### config.mk
export PLATFORM = sky130hd
export DESIGN_NAME = sync_fifo_flags
export DESIGN_NICKNAME = d
export VERILOG_FILES = /design/src/rtl/sync_fifo_flags.sv
export SDC_FILE = /design/constraint.sdc
export NUM_CORES = 1
export LEC_CHECK = 0
export CORE_MARGIN = 2
export CORE_UTILIZATION = 50
export DETAILED_ROUTE_END_ITERATION = 10
export GPL_TIMING_DRIVEN = 0
export PLACE_DENSITY = 0.7
export SLEW_MARGIN = 30
export SYNTH_ARGS = -nofsm -noshare
export SYNTH_HDL_FRONTEND = slang
export SYNTH_SLANG_ARGS = --single-unit
### constraint.sdc
create_clock -name clk -period 2.92 [get_ports clk]
set_input_delay 0.438 -clock clk [delete_from_list [all_inputs] [get_ports clk]]
set_output_delay 0.438 -clock clk [all_outputs]
set_load 0.05 [all_outputs]
### src/rtl/sync_fifo_flags.sv
// sync_fifo_flags: a single-clock FIFO with registered read data, an
// occupancy count, almost-full/almost-empty thresholds and overflow/underflow
// reporting. Depth is 2**ADDRESS_SIZE. A read and a write can complete in the
// same cycle, including when the FIFO is full.
//
// Optional feature: define SYNC_FIFO_STICKY_ERR_EN to make overflow_o and
// underflow_o sticky. They then hold until err_clr_i or rst. Without the macro
// they are one-cycle pulses and err_clr_i is ignored.
module sync_fifo_flags #(
    parameter int DATA_WIDTH   = 8,
    parameter int ADDRESS_SIZE = 3,
    parameter int AF_LEVEL     = (1 << ADDRESS_SIZE) - 2,
    parameter int AE_LEVEL     = 1
) (
    input  logic                    clk,
    input  logic                    rst,
    input  logic                    wr_en_i,
    input  logic [DATA_WIDTH-1:0]   data_i,
    input  logic                    rd_en_i,
    input  logic                    err_clr_i,
    output logic [DATA_WIDTH-1:0]   data_o,
    output logic                    valid_o,
    output logic                    full_o,
    output logic                    empty_o,
    output logic                    almost_full_o,
    output logic                    almost_empty_o,
    output logic [ADDRESS_SIZE:0]   count_o,
    output logic                    overflow_o,
    output logic                    underflow_o
);

    localparam int DEPTH = 1 << ADDRESS_SIZE;
    localparam logic [ADDRESS_SIZE:0] DEPTH_CNT = DEPTH[ADDRESS_SIZE:0];
    localparam logic [ADDRESS_SIZE:0] AF_CNT    = AF_LEVEL[ADDRESS_SIZE:0];
    localparam logic [ADDRESS_SIZE:0] AE_CNT    = AE_LEVEL[ADDRESS_SIZE:0];

    logic [DATA_WIDTH-1:0]   mem [DEPTH];
    logic [ADDRESS_SIZE-1:0] wr_ptr;
    logic [ADDRESS_SIZE-1:0] rd_ptr;
    logic [ADDRESS_SIZE:0]   count;
    logic                    rd_acc;
    logic                    wr_acc;
    logic                    ovf_evt;
    logic                    unf_evt;

    // Accept decisions depend only on the registered flags, so there is no
    // combinational path from the requests to any output.
    always_comb begin
        rd_acc  = rd_en_i && !empty_o;
        wr_acc  = wr_en_i && (!full_o || rd_acc);
        ovf_evt = wr_en_i && full_o && !rd_acc;
        unf_evt = rd_en_i && empty_o;
    end

    // Flags decode straight from the count register.
    always_comb begin
        count_o        = count;
        full_o         = (count == DEPTH_CNT);
        empty_o        = (count == '0);
        almost_full_o  = (count >= AF_CNT);
        almost_empty_o = (count <= AE_CNT);
    end

    // Storage array; deliberately not reset. A write to a full FIFO that is
    // also being read hits the slot being read, which returns its old word.
    always_ff @(posedge clk) begin
        if (!rst && wr_acc) begin
            mem[wr_ptr] <= data_i;
        end
    end

    // Pointers and occupancy.
    always_ff @(posedge clk) begin
        if (rst) begin
            wr_ptr <= '0;
            rd_ptr <= '0;
            count  <= '0;
        end else begin
            if (wr_acc) wr_ptr <= wr_ptr + 1'b1;
            if (rd_acc) rd_ptr <= rd_ptr + 1'b1;
            count <= count + {{ADDRESS_SIZE{1'b0}}, wr_acc}
                           - {{ADDRESS_SIZE{1'b0}}, rd_acc};
        end
    end

    // Registered read data; data_o holds its value between accepted reads.
    always_ff @(posedge clk) begin
        if (rst) begin
            data_o  <= '0;
            valid_o <= 1'b0;
        end else begin
            valid_o <= rd_acc;
            if (rd_acc) data_o <= mem[rd_ptr];
        end
    end

`ifdef SYNC_FIFO_STICKY_ERR_EN
    // Sticky error flags: a new error wins over a simultaneous clear.
    always_ff @(posedge clk) begin
        if (rst) begin
            overflow_o  <= 1'b0;
            underflow_o <= 1'b0;
        end else begin
            if (ovf_evt)        overflow_o  <= 1'b1;
            else if (err_clr_i) overflow_o  <= 1'b0;
            if (unf_evt)        underflow_o <= 1'b1;
            else if (err_clr_i) underflow_o <= 1'b0;
        end
    end
`else
    logic unused_err_clr;
    assign unused_err_clr = err_clr_i;

    // Single-cycle error pulses, one per rejected request.
    always_ff @(posedge clk) begin
        if (rst) begin
            overflow_o  <= 1'b0;
            underflow_o <= 1'b0;
        end else begin
            overflow_o  <= ovf_evt;
            underflow_o <= unf_evt;
        end
    end
`endif

endmodule
==> impl_metrics.env <==
export IMPL_met1Wirelength_mm=2.96
export IMPL_cp_end_kind="primary output"
export IMPL_synthArstFlopShare_pct=0
export IMPL_seq_area_um2=2340
export IMPL_synth_top_area_share_pct=55.9
export IMPL_grt_first_pass_wirelength_mm=9.92
export IMPL_drc=0
export IMPL_avgSynthCellArea_um2=15.3
export IMPL_port_buffer_count=30
export IMPL_grt_pass1_vias=1898
export IMPL_muxShareOfSynthArea_pct=9.61
export IMPL_place_area_um2=3850
export IMPL_crit_arrival_ns=2.28
export IMPL_seq_area_frac_synth_pct=68.2
export IMPL_max_slew_margin_rel_pct=41.0
export IMPL_wl_met3_um=333
export IMPL_synth_simple_area_share_pct=6.55
export IMPL_pin_count=32
export IMPL_start_util_pct=51.1
export IMPL_drtPass1Iterations=4
export IMPL_num_rows=30
export IMPL_final_cells=352
export IMPL_synthCells=225
export IMPL_drv_slew=0
export IMPL_setup_worst_path_start_class="flip-flop"
export IMPL_synth_top_family_by_area="multiplexers"
export IMPL_holdPathStages=1
export IMPL_hold_buffers=0
export IMPL_netlist_top_cells_count="edfxtp_1, mux2i_1, dfxtp_1"
export IMPL_rsz0062_at_grt="no"
export IMPL_layout_nets=290
export IMPL_yosys_area_share_xor_xnor_pct=1.53
export IMPL_die_area_um2=7550
export IMPL_synth_area_leader_cell="edfxtp_1"
export IMPL_worstMarginPinSlew_ns=0.881
export IMPL_cts_root_buf="clkbuf_8"
export IMPL_track_usage_pct=18.7
export IMPL_hp_class="flip-flop to flip-flop"
export IMPL_insertion_delay_ns=0.35
export IMPL_yosys_most_used_dff="edfxtp_1"
export IMPL_ff2ff_path_depth=6
export IMPL_wl_per_cell_um=18.4
export IMPL_max_freq_mhz=368
export IMPL_period_share_pct=93.0
export IMPL_cts_tree="yes"
export IMPL_multi_input_area_um2=1030
export IMPL_period_minus_slack_ns=2.72
export IMPL_finalSetupViolations=0
export IMPL_highest_layer="met4"
export IMPL_synth_edf_count=64
export IMPL_postLayoutCellArea_um2=4080
export IMPL_clock_sinks=85
export IMPL_ant_nets=0
export IMPL_synthTopCellsByArea="edfxtp_1, dfxtp_1, mux2i_1, a22oi_1, ha_1"
export IMPL_dpl_cell_count=336
export IMPL_status="complete, no violations"
export IMPL_clkTransAtPathRegs_ns=0.09
export IMPL_yosysMostFrequentCell="edfxtp_1"
export IMPL_gp_congestion=0.726
export IMPL_leakage_nw=1.41
export IMPL_n_antenna_cell=0
export IMPL_ys_ff_latch=85
export IMPL_grt_overflow=0
export IMPL_ys_types=35
export IMPL_netlist_area_um2=3440
export IMPL_vias=1977
export IMPL_grt_max_degree=15
export IMPL_final_layout_size_suffix_gt1_share_pct=12.1
export IMPL_max_cap_violations=0
export IMPL_fin_worst_skew_ns=0.0101
export IMPL_core_um2=6720
export IMPL_routed_wl_mm=6.47
export IMPL_via_per_inst=5.62
export IMPL_cp_max_fo=6
export IMPL_met2_wirelength_mm=3.01
export IMPL_timing_worst_setup_path_type="flip-flop to primary output"
export IMPL_cts_made_buffers=9
export IMPL_area_growth_pct=18.7
export IMPL_antenna_found_initial=0
export IMPL_num_fill_cells=518
export IMPL_clock_path_buffers=2
export IMPL_dp_hpwl_mm=4.08
export IMPL_yosys_warnings=0
export IMPL_fp_dieH_um=86.9
export IMPL_yosys_area_share_adder_pct=3.86
export IMPL_crit_required_ns=2.48
export IMPL_dieWidth_um=86.9
export IMPL_synth_compound_area_share_pct=8.08
export IMPL_power_density_nw_per_um2=941
export IMPL_cts_max_level=3
export IMPL_hold_violations=0
export IMPL_syn_nets=248
export IMPL_drtIter0Drc=155
export IMPL_ir_drop_v=0.000633
==> cell type report <==
class                      count  area share [%]
clock inverter                 5            2.03
buffer                        10            1.38
tap                           80            2.45
multi-input combinational    125            25.2
timing repair buffer          31            7.61
clock buffer                  11            3.47
sequential                    85            57.4
inverter                       5           0.460
==> layer usage <==
metal	vias up	track usage, %
met5	-	0
met4	0	12.2
met3	14	3.60
met2	62	28.2
met1	967	24.8
li1	934	-
==> path summary, 6_finish.rpt <==
path / startpoint / endpoint / slack, ns
setup / recovery: count_o[2]$_SDFF_PP0_ / full_o / 0.20
hold / removal: data_o[1]$_SDFFE_PP0N_ / data_o[1]$_SDFFE_PP0N_ / 0.47
setup reg to reg: count_o[2]$_SDFF_PP0_ / mem[3][7]$_DFFE_PP_ / 0.36
hold reg to reg: data_o[1]$_SDFFE_PP0N_ / data_o[1]$_SDFFE_PP0N_ / 0.47
==> worst max-delay path: stages, from the launching register on <==
cell             delay, ns
dfxtp_1               0.33
inv_1                 0.12
ha_1                  0.15
or3b_1                0.35
buf_6                 0.15
inv_1                 0.05
clkdlybuf4s50_1       0.79
==> report_power, final <==
part / internal (W) / leakage [nW] / switching [W]
sequential: 0.00141 / 0.750 / 0.0000766
clock: 0.000509 / 0.114 / 0.000409
combinational: 0.000555 / 0.547 / 0.000873
total: 0.00248 / 1.41 / 0.00136
==> cell families after synthesis <==
kind of cell    Yosys count
flops                    85
simple gates             43
fa+ha+maj                10
mux                      33
xor+xnor                  6
compound gates           33
buf+inv                  15
==> layout by cell type, fill, tap and decap left out, types with 6 or more instances in the layout <==
master,count
edfxtp_1,64
mux2i_1,33
clkdlybuf4s50_1,29
dfxtp_1,21
a22oi_1,16
nor2_1,15
clkbuf_8,10
ha_1,9
a32o_1,8
nand2_1,6
==> registers in the layout, summed over array words and instances, names as in the netlist <==
name / count
data_o: 8
rd_ptr: 3
underflow_o: 1
count_o: 4
wr_ptr: 3
mem: 64
overflow_o: 1
valid_o: 1
==> through the flow <==
stage / power, W / TNS [ns] / utilization [%] / worst slack [ns] / hold slack, ns
2_1_floorplan: 0.00254 / 0 / - / 0.237 / 0.482
3_3_place_gp: 0.00292 / -0.530 / 57.1 / -0.0648 / 0.450
3_5_place_dp: 0.00295 / -0.157 / 57.3 / -0.0202 / 0.455
4_1_cts: 0.00386 / 0 / 60.6 / 0.0221 / 0.473
5_1_grt: 0.00402 / 0 / 60.7 / 0.0959 / 0.491
6_report: 0.00384 / 0 / 60.7 / 0.205 / 0.473
==> what timing repair did <==
| action | 4_1_cts | 5_1_grt |
|---|---|---|
| endpoints found under the hold margin | 0 | 0 |
| setup buffers | 0 | 0 |
| resized for setup | 0 | 1 |
| endpoints found under the setup margin | 0 | 1 |
Power figures use the tool's default switching activity.
